$ cat config.mk
export PLATFORM = sky130hd
export DESIGN_NAME = vga_plot_arbiter
export DESIGN_NICKNAME = d
export VERILOG_FILES = /design/src/rtl/vga_plot_arbiter.sv
export SDC_FILE = /design/constraint.sdc
export NUM_CORES = 1
export LEC_CHECK = 0
export ABC_AREA = 1
export BUFFER_PORTS_ARGS = -buffer_cell sky130_fd_sc_hd__buf_2
export CAP_MARGIN = 15
export CORE_MARGIN = 2
export CORE_UTILIZATION = 35
export CTS_CLUSTER_DIAMETER = 50
export DETAILED_ROUTE_END_ITERATION = 6
export GPL_ROUTABILITY_DRIVEN = 0
export PLACE_DENSITY = 0.67
export SYNTH_ARGS = -nofsm -noshare
export SYNTH_HDL_FRONTEND = slang
export SYNTH_SLANG_ARGS = --single-unit
$ cat constraint.sdc
create_clock -name clock -period 2.15 [get_ports clock]
set_clock_uncertainty 0.1 [all_clocks]
set_input_delay 0 -clock clock [delete_from_list [all_inputs] [get_ports clock]]
set_output_delay 0 -clock clock [all_outputs]
set_load 0.03 [all_outputs]
$ cat src/rtl/vga_plot_arbiter.sv
// Round-robin owner of the VGA plot port: grants one sprite requester at a time
// and generates its full pixel burst, suppressing pixels that fall off-screen.
module vga_plot_arbiter #(
    parameter int NUM_REQ = 3,
    parameter int SW_LOG2 = 2,
    parameter int SH_LOG2 = 2,
    parameter int X_MAX   = 159,
    parameter int Y_MAX   = 119
) (
    input  logic                 clock,
    input  logic                 reset,
    input  logic [NUM_REQ-1:0]   req,
    input  logic [8*NUM_REQ-1:0] req_x,
    input  logic [7*NUM_REQ-1:0] req_y,
    input  logic [3*NUM_REQ-1:0] req_colour,
    output logic [NUM_REQ-1:0]   grant,
    output logic [NUM_REQ-1:0]   done,
    output logic [7:0]           x,
    output logic [6:0]           y,
    output logic [2:0]           colour,
    output logic                 plot,
    output logic                 busy
);
    localparam int IW = (NUM_REQ > 1) ? $clog2(NUM_REQ) : 1;
    localparam int AW = IW + 1;
    localparam int CW = SW_LOG2 + SH_LOG2;

    typedef enum logic [1:0] {S_IDLE, S_PLOT, S_DONE} state_t;

    state_t                    state, state_nxt;
    logic [IW-1:0]             ptr, owner, win;
    logic [AW-1:0]             scan_idx;
    logic                      found;
    logic [NUM_REQ-1:0]        win_oh;
    logic [NUM_REQ-1:0][7:0]   lane_x;
    logic [NUM_REQ-1:0][6:0]   lane_y;
    logic [NUM_REQ-1:0][2:0]   lane_colour;
    logic [7:0]                win_x, base_x;
    logic [6:0]                win_y, base_y;
    logic [2:0]                win_colour, base_colour;
    logic [CW-1:0]             cnt;
    logic [8:0]                sum_x;
    logic [7:0]                sum_y;
    logic                      in_view;

    // Rotating scan starting at ptr; the first requester found wins.
    always_comb begin
        win      = '0;
        found    = 1'b0;
        scan_idx = '0;
        for (int i = 0; i < NUM_REQ; i++) begin
            scan_idx = {1'b0, ptr} + AW'(i);
            if (scan_idx >= AW'(NUM_REQ))
                scan_idx = scan_idx - AW'(NUM_REQ);
            if (!found && req[scan_idx[IW-1:0]]) begin
                found = 1'b1;
                win   = scan_idx[IW-1:0];
            end
        end
    end

    always_comb begin
        win_oh      = '0;
        win_oh[win] = 1'b1;
    end

    // Per-requester field extraction, masked by the winner select.
    for (genvar i = 0; i < NUM_REQ; i++) begin : g_lane
        assign lane_x[i]      = req_x[8*i +: 8]      & {8{win_oh[i]}};
        assign lane_y[i]      = req_y[7*i +: 7]      & {7{win_oh[i]}};
        assign lane_colour[i] = req_colour[3*i +: 3] & {3{win_oh[i]}};
    end

    always_comb begin
        win_x      = '0;
        win_y      = '0;
        win_colour = '0;
        for (int i = 0; i < NUM_REQ; i++) begin
            win_x      = win_x      | lane_x[i];
            win_y      = win_y      | lane_y[i];
            win_colour = win_colour | lane_colour[i];
        end
    end

    // Sums are one bit wider than the screen so off-edge pixels clip, never wrap.
    assign sum_x   = {1'b0, base_x} + {{(9-SW_LOG2){1'b0}}, cnt[SW_LOG2-1:0]};
    assign sum_y   = {1'b0, base_y} + {{(8-SH_LOG2){1'b0}}, cnt[CW-1:SW_LOG2]};
    assign in_view = (sum_x <= 9'(X_MAX)) && (sum_y <= 8'(Y_MAX));

    always_ff @(posedge clock or posedge reset) begin
        if (reset) state <= S_IDLE;
        else       state <= state_nxt;
    end

    always_comb begin
        state_nxt = state;
        case (state)
            S_IDLE:  if (|req) state_nxt = S_PLOT;
            S_PLOT:  if (&cnt) state_nxt = S_DONE;
            S_DONE:  state_nxt = S_IDLE;
            default: state_nxt = S_IDLE;
        endcase
    end

    assign busy = (state != S_IDLE);

    always_ff @(posedge clock or posedge reset) begin
        if (reset) begin
            grant       <= '0;
            done        <= '0;
            plot        <= 1'b0;
            x           <= '0;
            y           <= '0;
            colour      <= '0;
            cnt         <= '0;
            ptr         <= '0;
            owner       <= '0;
            base_x      <= '0;
            base_y      <= '0;
            base_colour <= '0;
        end else begin
            done <= '0;
            plot <= 1'b0;
            case (state)
                S_IDLE: begin
                    if (|req) begin
                        grant       <= win_oh;
                        owner       <= win;
                        base_x      <= win_x;
                        base_y      <= win_y;
                        base_colour <= win_colour;
                        cnt         <= '0;
                    end
                end
                S_PLOT: begin
                    cnt    <= cnt + CW'(1);
                    x      <= sum_x[7:0];
                    y      <= sum_y[6:0];
                    colour <= base_colour;
                    plot   <= in_view;
                end
                S_DONE: begin
                    done  <= grant;
                    grant <= '0;
                    ptr   <= (owner == IW'(NUM_REQ-1)) ? '0 : owner + IW'(1);
                end
                default: ;
            endcase
        end
    end

endmodule
* Word-level counts from Yosys, hierarchy flattened
Index checks and enable logic that the tools add are counted.
Word-level totals: bits in registers 53, latch bits 0, bits in writable memories 0, ROM bits 0, bits of input ports 59, memories 0
Operators by class: $add $sub $neg 9, multiply operators 0, divide/modulo/power cells 0, $lt $le $gt $ge 10, equal/unequal tests 5, shifts and indexed selects 0, mux-type cells 26, bitwise gates (word level) 15, reductions and logical operators 16
Operators with widths (count):
- 8-bit bitwise AND | 3
- 7-bit bitwise AND | 3
- 2-bit 2-to-1 mux | 9
- 8-bit OR | 2
- 7-bit OR | 2
- 2-bit by 3-bit < comparator with 1-bit output (second input constant) | 4
- 8-bit by 2-bit adder with 9-bit output | 1
- 3-bit bitwise AND | 3
- 9-bit by 8-bit less-or-equal comparator with 1-bit output (second input constant) | 1
- 7-bit by 2-bit adder with 8-bit output | 1
- 8-bit by 7-bit less-or-equal comparator with 1-bit output (second input constant) | 1
- 4-bit case mux with 2 select lines | 1
- 2-bit AND reduction | 4
- 1-bit 2-to-1 mux | 7
- 1-bit binary-select mux with 2-bit select | 3
- 3-bit by 2-bit greater-or-equal comparator with 1-bit output (second input constant) | 2
- 3-bit 2-to-1 mux | 2
- 3-bit OR | 2
- 3-bit case mux with 2 select lines | 1
- 2-bit nonzero test | 3
- 2-bit subtractor (second input constant) | 3
- 4-bit by 1-bit adder with 4-bit output (second input constant) | 1
- 2-bit == test (second input constant) | 2
- 1-bit logical AND | 4
- 14 further kinds | 16

* Depth between registers and ports, before layout
Gate-level depths: netlist of the first run.
depth in word-level cells 18, depth in mapped cells 14

* Worst setup path after synthesis of the first run
Ideal clock, no wire load.
path kind register -> register, start register ptr[0], end register base_colour[2], setup time 0.130 ns, data arrival time 1.565 ns, required time 1.920 ns, setup slack 0.355 ns, stages on the path, launching flop included 13, path buffers 1, period minus slack after synthesis 1.795 ns, cells stage by stage dfrtp_1 -> inv_1 -> ha_1 -> inv_1 -> nand2_1 -> nand3_1 -> nand2_1 -> nand3_1 -> nor2_2 -> nor2_4 -> buf_6 -> nand3_1 -> nand4_1
Between the ends: word-level cells in the longest chain between the ends 18, elaborated cells between the ends (all ways) 36, those cells by class 5 x add/sub; 5 x order compare; 16 x mux; 5 x bitwise; 5 x reduce/logical
Ends and longest elaborated chain:
- from (decl) | RTL line 31 | logic [IW-1:0] ptr, owner, win;
- from (signal assigned) | RTL line 145 | ptr <= (owner == IW'(NUM_REQ-1)) ? '0 : owner + IW'(1);
- parallel branches: the longest is 10 deep, another holds 2-bit by 1-bit adder with 3-bit output
- 2-bit 2-to-1 mux * | RTL line 55 | if (!found && req[scan_idx[IW-1:0]]) begin
- 2-bit by 3-bit < comparator with 1-bit output (not written as such) or 2-bit by 1-bit greater-or-equal comparator with 1-bit output (tied branches) | RTL line 64 | win_oh[win] = 1'b1;
- 1-bit logical AND (not written as such) | RTL line 64
- 1-bit 2-to-1 mux (not written as such) | RTL line 64
- 1-bit demux with 2-bit select * | RTL line 64
- 3-bit bitwise AND | RTL line 71 | assign lane_colour[i] = req_colour[3*i +: 3] & {3{win_oh[i]}};
- 3-bit OR | RTL line 81 | win_colour = win_colour | lane_colour[i];
- 3-bit OR * | RTL line 81
- to (signal assigned) | RTL line 131 | base_colour <= win_colour;
- to (decl) | RTL line 40 | logic [2:0] win_colour, base_colour;
Every way passes the cells marked *. The select of a mux whose other input is x is not followed. A chain may end at the register's enable or synchronous reset.

* Worst setup path in the final report of the first run
start register ptr[0], end register base_x[7]
Between the ends: word-level cells in the longest chain between the ends 18, elaborated cells between the ends (all ways) 36, those cells by class 5 x add/sub; 5 x order compare; 16 x mux; 5 x bitwise; 5 x reduce/logical
Ends and longest elaborated chain:
- parallel branches: the longest is 10 deep, another holds 2-bit by 1-bit adder with 3-bit output
- 2-bit 2-to-1 mux * | RTL line 55
- 2-bit by 3-bit < comparator with 1-bit output (not written as such) or 2-bit by 1-bit greater-or-equal comparator with 1-bit output (tied branches) | RTL line 64
- 1-bit logical AND (not written as such) | RTL line 64
- 1-bit 2-to-1 mux (not written as such) | RTL line 64
- 1-bit demux with 2-bit select * | RTL line 64
- 8-bit bitwise AND | RTL line 69 | assign lane_x[i] = req_x[8*i +: 8] & {8{win_oh[i]}};
- 8-bit OR | RTL line 79 | win_x = win_x | lane_x[i];
- 8-bit OR * | RTL line 79
- to (signal assigned) | RTL line 129 | base_x <= win_x;
- to (decl) | RTL line 38 | logic [7:0] win_x, base_x;
Marks and branches as above.

==> flow_metrics.py, run 1 <==
metrics = {
    "detailed_routing": {
        "drtIter0Drc": 167,
        "ant_nets": 0,
        "dr_total_vias": 3202,
        "first_pass_iters": 7,
        "drc": 0,
        "via_per_inst": 5.011,
        "wl_per_cell_um": 13.62,
        "wl_um": 8704,
    },
    "layout": {
        "fin_util": 0.5120,
        "fillers": 791,
        "final_cells": 639,
        "syn_to_final_growth_pct": 41.09,
        "final_cell_area_um2": 4228,
        "diodes": 0,
        "layout.nets": 602,
        "drive_above_1_share": 0.2210,
    },
    "cts": {
        "ctsHtreeMaxLevel": 2,
        "cts_num_sinks": 53,
        "root_buffer": "clkbuf_8",
        "cts_tree": "done",
        "clk_path_buf_depth": 2,
        "clk_latency_ps": 300,
        "cts_made_buffers": 5,
        "clkTransAtPathRegs_ps": 90,
    },
    "logic_synthesis": {
        "synth.top_cells.by_area": "dfrtp_1 44%, nand3_1 12%, nand2_1 12%, inv_1 5.6%, nand4_1 4.2%",
        "async_flop_share": 1.000,
        "syn_area_um2": 2997,
        "synth-seq-cells": 53,
        "avgSynthCellArea_um2": 7.684,
        "synth_ff_type": "dfrtp_1",
        "yosys-top-cells-count": "93 x nand2_1, 71 x nand3_1, 53 x dfrtp_1",
        "synth.distinct_cells": 27,
        "synth-seq-area-share": 0.4426,
        "yosys_warnings": 0,
        "yosysMostFrequentCell": "nand2_1",
        "syn_inst": 390,
        "synth_edf_count": 0,
        "synth.top_cell.area_share": 0.4426,
        "synth_top_area_cell": "dfrtp_1",
        "postSynthNetCount": 459,
    },
    "die": {
        "fp-row-count": 33,
        "die_area_um2": 9318,
        "fp.dieW_um": 96.53,
        "pin_count": 85,
        "initial_core_util": 0.3629,
        "die_y_um": 96.53,
        "coreArea_um2": 8258,
    },
    "sta": {
        "report.final.slew_viol_count": 0,
        "finalHoldViolCount": 0,
        "fin_crit_sh": 0.9194,
        "fmax_mhz": 505.9,
        "report.final.setup_viol": 0,
        "fin_crit_ps": 1977,
        "fin_hold_ws_ps": 186.3,
        "slew_headroom": 0.5571,
        "finalSetupTns_ps": 0,
        "tightest_slew_ps": 664.3,
    },
    "power": {
        "leakagePower_nw": 2.167,
        "vdd_drop_max_v": 0.0004855,
        "p_per_area_nw_per_um2": 1295,
    },
    "critical_path": {
        "arrival_ps": 2050,
        "worstPathRequired_ps": 2220,
        "cpMaxStageDelayCell": "dfrtp_1",
        "critPathLaunchType": "flop",
        "cp_max_fo": 13,
        "slowest_delay_ps": 410,
        "crit_top_cell": "nand3_1",
        "crit_chain": "inv_1 > ha_4 > inv_1 > nand2_1 > nand3_1 > nand2_1 > nand3b_1 > nand3_1 > buf_4 > nand3_1 > nand4_1",
        "path_class": "reg2reg",
        "end_kind": "flop",
    },
    "placed_design": {
        "io_buffers": 84,
        "dp_hpwl_um": 5865,
        "placed_area_um2": 3527,
        "place_inst": 572,
    },
    "run": {
        "drv_cap": 0,
    },
    "status": {
        "outcome": "finished, final reports clean",
    },
    "global_route": {
        "grt_pass1_vias": 3108,
        "grt_first_pass_wirelength_um": 13850,
        "grt_util_all_layers": 0.1918,
        "grt_max_degree": 54,
        "antenna_found_initial": 0,
        "grt-ovfl-total": 0,
    },
    "min_path": {
        "hold_path.class": "in2reg",
    },
}
state kept, by name (all words and copies together) (netlist names), 2 cells and up:
register	cells
cnt	4
base_colour	3
grant	3
state	2
base_y	7
owner	2
colour	3
base_x	8
x	8
y	7
done	3
ptr	2
path summary, 6_finish.rpt:
check / from / end / slack, ps / cells past startpoint
setup / recovery: ptr[0]$_DFFE_PP0P_ / base_x[7]$_DFFE_PP0P_ / 170 / 11
hold / removal: req[1] / base_x[4]$_DFFE_PP0P_ / 190 / 6
setup reg to reg: ptr[0]$_DFFE_PP0P_ / base_x[7]$_DFFE_PP0P_ / 170 / 11
hold reg to reg: y[0]$_DFFE_PP0P_ / y[0]$_DFFE_PP0P_ / 370 / 2
max in group asynchronous: reset / base_y[6]$_DFFE_PP0P_ / 1180 / 4
min in group asynchronous: reset / colour[1]$_DFFE_PP0P_ / 300 / 4
layout make-up:
type,instances,area [um2],area share
sequential,53,1326,0.3137
multi-input combinational,272,1406,0.3326
clock buffer,6,72.57,0.01716
clock inverter,2,10.01,0.002368
timing repair buffer,153,1101,0.2604
inverter,48,180.2,0.04262
tap,105,131.4,0.03107
placed cells by master, fill, tap and decap left out, types with 7 or more instances in the layout:
cell type	n
buf_2	84
buf_4	12
dfrtp_1	53
dlygate4sd3_1	55
ha_1	7
inv_1	44
nand2_1	93
nand3_1	71
nand4_1	20
nor2_1	31
o21ai_0	21
power by group:
part	switching, W	total, W	internal [W]
Clock	0.000321	0.000548	0.000227
Combinational	0.00196	0.00311	0.00116
Sequential	0.000361	0.00181	0.00145
Total	0.00264	0.00548	0.00284
per-layer routing:
metal,global-route usage,part of all wire,vias up
li1,-,-,1553
met5,0,0,-
met2,0.3490,0.51,123
met3,0.03258,0.062,23
met4,0.06103,0.023,0
met1,0.2300,0.41,1503
metrics by stage:
step | setup slack (ps) | total power, W
final | 173.2 | 0.005475
after global routing | -7.898 | 0.005962
after CTS | 16.06 | 0.005324
after detailed placement | 18.53 | 0.004696
after global placement | 114.7 | 0.004613
after floorplan | 354.7 | 0.003919
kinds of logic (layout without fill, tap and decap cells):
family	count (synthesis)	count (layout)	synth area share
xor gates and xnor gates	8	8	0.02338
DFF	53	53	0.4426
AOI/OAI and AO/OA	31	31	0.05554
adders and majority gates	10	10	0.04677
buffers and inverters	65	209	0.09227
and+or+nand+nor	223	223	0.3395
worst max-delay path: cells and delay by family, from the launching register on:
kind	cells	cell delay, ps
buffers and inverters	3	420
DFF	1	410
and+or+nand+nor	7	660
adders and majority gates	1	240
repair_timing:
item                                    in CTS  in global routing
hold endpoints to repair                    71                  0
hold buffers                                55                  0
setup buffers                                0                  4
pin swaps                                    1                  2
endpoints found under the setup margin       1                 23
resized for setup                            0                  2
(Power assumes the default switching activity.)
==> inputs of run 2 (changes only) <==
Settings changed: CORE_UTILIZATION 35 to 30, PLACE_DENSITY 0.67 to 0.61.
==> run 2 against run 1 <==
Compared with the run above: die area grew 16%; core utilization shrank 7.9 points; highest routed layer unchanged; routed wire length grew 2.7%; final cell count grew 3.6%; clock power is 6.0% higher; count of clock-buffer cells in the layout unchanged; largest power group unchanged; non-clock buffer count fell by 4; register-to-register slack about the same; setup slack got worse by 13 ps; via count fell by 1.2%; global-route usage is 2.4 points lower.
==> flow_metrics.py, run 2 (synthesized netlist as in run 1, its figures left out) <==
metrics = {
    "status": {
        "outcome": "finished, final reports clean",
    },
    "die": {
        "die_y_um": 103.9,
        "fp-row-count": 36,
        "initial_core_util": 0.3080,
        "fp.dieW_um": 103.9,
        "pin_count": 85,
        "die_area_um2": 10800,
        "coreArea_um2": 9729,
    },
    "sta": {
        "rsz0062_at_grt": "false",
        "slew_headroom": 0.5423,
        "report.final.slew_viol_count": 0,
        "fin_crit_ps": 1990,
        "finalSetupTns_ps": 0,
        "tightest_slew_ps": 685.6,
        "fin_crit_sh": 0.9254,
        "report.final.setup_viol": 0,
        "fin_hold_ws_ps": 199.0,
        "finalHoldViolCount": 0,
        "fmax_mhz": 502.6,
        "fin_ws_ps": 160.4,
    },
    "detailed_routing": {
        "drtIter0Drc": 180,
        "ant_nets": 0,
        "first_pass_iters": 4,
        "drc": 0,
        "via_per_inst": 4.778,
        "dr_total_vias": 3163,
        "wl_per_cell_um": 13.50,
        "wl_um": 8939,
    },
    "layout": {
        "final_cells": 662,
        "syn_to_final_growth_pct": 40.58,
        "layout.nets": 598,
        "fillers": 1027,
        "top_regs": "base_x x8, x x8",
        "mostFrequentLayoutCell": "nand2_1",
        "final_cell_mix": "93 x nand2_1, 84 x buf_2, 71 x nand3_1",
        "drive_above_1_share": 0.2155,
        "diodes": 0,
    },
    "global_route": {
        "grt_first_pass_wirelength_um": 14850,
        "grt-ovfl-total": 0,
        "grt_util_all_layers": 0.1680,
        "grt_max_degree": 41,
        "antenna_found_initial": 0,
        "grt_pass1_vias": 3193,
    },
    "cts": {
        "ctsHtreeMaxLevel": 2,
        "cts_tree": "done",
        "clkTransAtPathRegs_ps": 90,
        "cts_made_buffers": 5,
        "clk_path_buf_depth": 2,
        "clk_latency_ps": 300,
        "root_buffer": "clkbuf_8",
        "cts_num_sinks": 53,
    },
    "power": {
        "p_per_area_nw_per_um2": 1269,
        "leakagePower_nw": 2.136,
        "vdd_drop_max_v": 0.0004023,
    },
    "critical_path": {
        "worstPathRequired_ps": 2240,
        "r2r_cells": 12,
        "end_kind": "flop",
        "cp_max_fo": 20,
        "critPathLaunchType": "flop",
        "reg2reg_slack_ps": 160,
        "path_class": "reg2reg",
        "arrival_ps": 2080,
        "worstReg2RegStart": "ptr[0]$_DFFE_PP0P_",
        "r2r_end": "base_colour[2]$_DFFE_PP0P_",
    },
    "placed_design": {
        "dp_hpwl_um": 6166,
        "io_buffers": 84,
        "place_inst": 598,
        "pre_cts_ws_ps": 82.34,
    },
    "min_path": {
        "min_from": "req[1]",
        "min_path_cells": 6,
        "holdPathEnd": "base_x[5]$_DFFE_PP0P_",
        "hold_path.class": "in2reg",
    },
    "run": {
        "drv_cap": 0,
    },
}
-- run 2: cell types whose count changed in the layout (fill, tap and decap cells not counted) --
cell        before  now
clkbuf_1         1    0
buf_6            0    2
clkinvlp_4       0    1
clkbuf_8         5    6
buf_12           2    0
ha_4             1    0
ha_2             0    1
clkinv_2         2    0
buf_4           12    8
-- run 2: how the worst max path moves through the flow --
stage / from / to / cells after the start
finish: ptr[0]$_DFFE_PP0P_ / base_colour[2]$_DFFE_PP0P_ / 12
global route: ptr[1]$_DFFE_PP0P_ / base_x[6]$_DFFE_PP0P_ / 14
CTS: ptr[0]$_DFFE_PP0P_ / base_x[6]$_DFFE_PP0P_ / 13
detailed placement: ptr[0]$_DFFE_PP0P_ / base_x[6]$_DFFE_PP0P_ / 13
global placement: ptr[0]$_DFFE_PP0P_ / base_x[6]$_DFFE_PP0P_ / 13
floorplan: ptr[0]$_DFFE_PP0P_ / base_colour[2]$_DFFE_PP0P_ / 12
-- run 2: area by class of cell --
cell class,instances,area (um2),share of cell area
flip-flops and latches,53,1326,0.3148
clock buffers,6,82.58,0.01960
clock inverters,1,7.507,0.001782
multi-input cells,272,1396,0.3315
inverters,48,180.2,0.04277
repair buffers,149,1054,0.2501
well taps,133,166.4,0.03950
-- run 2: stage by stage --
stage	instance area [um2]	power (W)	util
floorplan	2997	0.003919	-
global placement	3547	0.004568	0.3646
detailed placement	3547	0.004657	0.3646
CTS	4188	0.005318	0.4304
global route	4213	0.005811	0.4330
finish	4213	0.005345	0.4330
-- run 2: timing repair --
| item | 4_1_cts | 5_1_grt |
|---|---|---|
| buffers inserted | 0 | 2 |
| setup endpoints to repair | 0 | 18 |
| hold endpoints to repair | 48 | 0 |
| gates resized for setup | 0 | 3 |
| hold buffers | 55 | 0 |
-- run 2: layer usage --
layer	routed length, um	global-route usage
met5	0	0
met4	402	0.08108
met3	389	0.03133
met2	4410	0.2961
met1	3737	0.1961
-- run 2: where the power goes --
group	leakage, nW	internal [W]	switching (W)
Sequential	0.655	0.00145	0.000346
Clock	0.0433	0.000255	0.000325
Combinational	1.44	0.00105	0.00192
-- run 2: worst max-delay path, cell delays in order, from the launching register on --
cell and delay [ps]:
dfrtp_1 380, inv_1 60, ha_2 380, inv_1 80, nand2_1 60, nand3_1 70
nand2_1 100, nand3b_1 120, nand3_1 100, buf_6 210, nor2_4 60, nand3_1 80
nand4_1 70
==> inputs of run 3 (changes only) <==
Settings changed: CELL_PAD_IN_SITES_DETAIL_PLACEMENT set to 2, CELL_PAD_IN_SITES_GLOBAL_PLACEMENT set to 2, CORE_UTILIZATION 30 to 29, PLACE_DENSITY 0.61 to 0.9.
==> run 3 against run 2 <==
Compared with the run above: via count is 13% higher; fmax is 10% lower; final area is 4.5% higher; global-route usage is 9.5 points higher; the run now ends with negative hold slack, negative setup slack left; critical path type unchanged; register-to-register slack worse by 220 ps; final cell count is 1.5% higher; sequential cell count stayed put; sequential share of layout area is 1.3 points lower; largest cell class unchanged; count of clock-buffer cells in the layout is 1 higher.
==> flow_metrics.py, run 3 (synthesized netlist as in run 1, its figures left out) <==
metrics = {
    "cts": {
        "root_buffer": "clkbuf_8",
        "clk_path_buf_depth": 2,
        "clk_latency_ps": 340,
        "cts_num_sinks": 53,
        "cts_tree": "done",
        "ctsHtreeMaxLevel": 2,
        "cts_made_buffers": 5,
        "clkTransAtPathRegs_ps": 120,
    },
    "detailed_routing": {
        "wl_um": 15940,
        "dr_total_vias": 3590,
        "ant_nets": 0,
        "wl_per_cell_um": 23.72,
        "drtIter0Drc": 135,
        "first_pass_iters": 5,
        "drc": 0,
        "via_per_inst": 5.342,
    },
    "die": {
        "coreArea_um2": 10180,
        "initial_core_util": 0.2942,
        "fp-row-count": 37,
        "fp.dieW_um": 105.7,
        "die_area_um2": 11160,
        "die_y_um": 105.7,
        "pin_count": 85,
    },
    "min_path": {
        "hold_path.class": "in2reg",
    },
    "placed_design": {
        "io_buffers": 84,
        "dp_hpwl_um": 7974,
        "place_inst": 600,
        "pre_cts_ws_ps": -91.57,
    },
    "critical_path": {
        "cpMaxStageDelayCell": "dfrtp_1",
        "cp_max_fo": 14,
        "worstPathRequired_ps": 2230,
        "end_kind": "flop",
        "slowest_delay_ps": 430,
        "arrival_ps": 2290,
        "path_class": "reg2reg",
        "critPathLaunchType": "flop",
        "crit_chain": "buf_4 > ha_4 > inv_1 > nand2_1 > nand3_2 > nand2_4 > nand3_2 > nand2_1 > nor2_4 > buf_12 > nand3_1 > nand4_1",
    },
    "sta": {
        "fmax_mhz": 451.7,
        "fin_crit_sh": 1.030,
        "fin_ws_ps": -63.63,
        "finalHoldViolCount": 2,
        "rsz0062_at_grt": "true",
        "fin_crit_ps": 2214,
        "finalSetupTns_ps": -202.1,
        "report.final.setup_viol": 5,
        "report.final.slew_viol_count": 0,
        "slew_headroom": 0.5213,
        "fin_hold_ws_ps": -30.71,
        "tightest_slew_ps": 718.0,
    },
    "status": {
        "violations": "negative hold slack, negative setup slack",
        "outcome": "complete, but fails checks",
    },
    "global_route": {
        "grt_util_all_layers": 0.2633,
        "grt_max_degree": 54,
        "grt-ovfl-total": 0,
        "grt_first_pass_wirelength_um": 22380,
        "grt_pass1_vias": 3978,
        "antenna_found_initial": 2,
    },
    "power": {
        "leakagePower_nw": 2.204,
        "p_per_area_nw_per_um2": 1521,
        "vdd_drop_max_v": 0.0007034,
    },
    "run": {
        "drv_cap": 0,
    },
    "layout": {
        "register_area_um2": 1329,
        "mostFrequentLayoutCell": "nand2_1",
        "syn_to_final_growth_pct": 46.93,
        "final_cells": 672,
        "final_cell_mix": "91 x nand2_1, 84 x buf_2, 65 x nand3_1",
        "fillers": 1150,
        "top_regs": "base_x x8, x x8",
        "fin_util": 0.4323,
        "layout.nets": 602,
        "multiInputGateArea_um2": 1513,
        "drive_above_1_share": 0.2734,
    },
}
==> run 3: changes by cell type in the layout (fill, tap and decap cells not counted), sizes merged <==
cell         change
buf              +8
clkinvlp         -1
bufinv           +1
diode            +2
clkbuf           +1
nand2            +2
dlygate4sd3      -6
==> run 3: metal layers <==
metal	track usage	vias up	routed length, um
li1	-	1560	-
met5	0	-	0
met2	0.4558	169	7987
met3	0.05566	65	807
met1	0.2985	1796	6171
met4	0.1532	0	973
==> run 3: worst paths after layout <==
check	slack (ps)	cells past startpoint	startpoint	to
max	-60	12	ptr[0]$_DFFE_PP0P_	base_y[2]$_DFFE_PP0P_
min	-30	5	req_x[5]	base_x[5]$_DFFE_PP0P_
max reg2reg	-60	12	ptr[0]$_DFFE_PP0P_	base_y[2]$_DFFE_PP0P_
min reg2reg	390	2	colour[2]$_DFFE_PP0P_	colour[2]$_DFFE_PP0P_
max in group asynchronous	1140	4	reset	cnt[0]$_DFFE_PP0P_
min in group asynchronous	300	4	reset	state[0]$_DFFE_PP0P_
==> run 3: worst max-delay path: cells and delay by family (launching register included) <==
family                   cells  cell delay [ps]
adder cells (fa/ha/maj)      1              170
flip-flops                   1              430
AND/OR/NAND/NOR              8              960
buffers and inverters        3              370
==> run 3: through the flow <==
step           power (W)  instance area, um2
2_1_floorplan   0.003919                2997
3_3_place_gp    0.004627                3556
3_5_place_dp    0.004900                3556
4_1_cts         0.005851                4222
5_1_grt         0.007056                4403
6_report        0.006696                4403
==> run 3: timing repair <==
| action | 4_1_cts | 5_1_grt |
|---|---|---|
| gates cloned | 0 | 2 |
| endpoints found under the hold margin | 71 | 0 |
| pin swaps | 2 | 10 |
| hold buffers | 49 | 0 |
| resized for setup | 3 | 31 |
| buffers inserted | 3 | 8 |
| endpoints found under the setup margin | 17 | 25 |
==> run 3: cell type report <==
class / instances / area share
well taps: 136 / 0.03865
repair buffers: 151 / 0.2469
clock buffers: 7 / 0.01961
diodes: 2 / 0.001137
flip-flops and latches: 53 / 0.3018
inverters: 48 / 0.04149
multi-input cells: 274 / 0.3436
clock inverters: 1 / 0.006820
==> run 3: power by group <==
| part | switching, W | internal [W] | total (W) |
|---|---|---|---|
| Combinational | 0.00264 | 0.00134 | 0.00398 |
| Sequential | 0.000491 | 0.00146 | 0.00195 |
| Clock | 0.000383 | 0.000381 | 0.000764 |
| Total | 0.00352 | 0.00318 | 0.00670 |
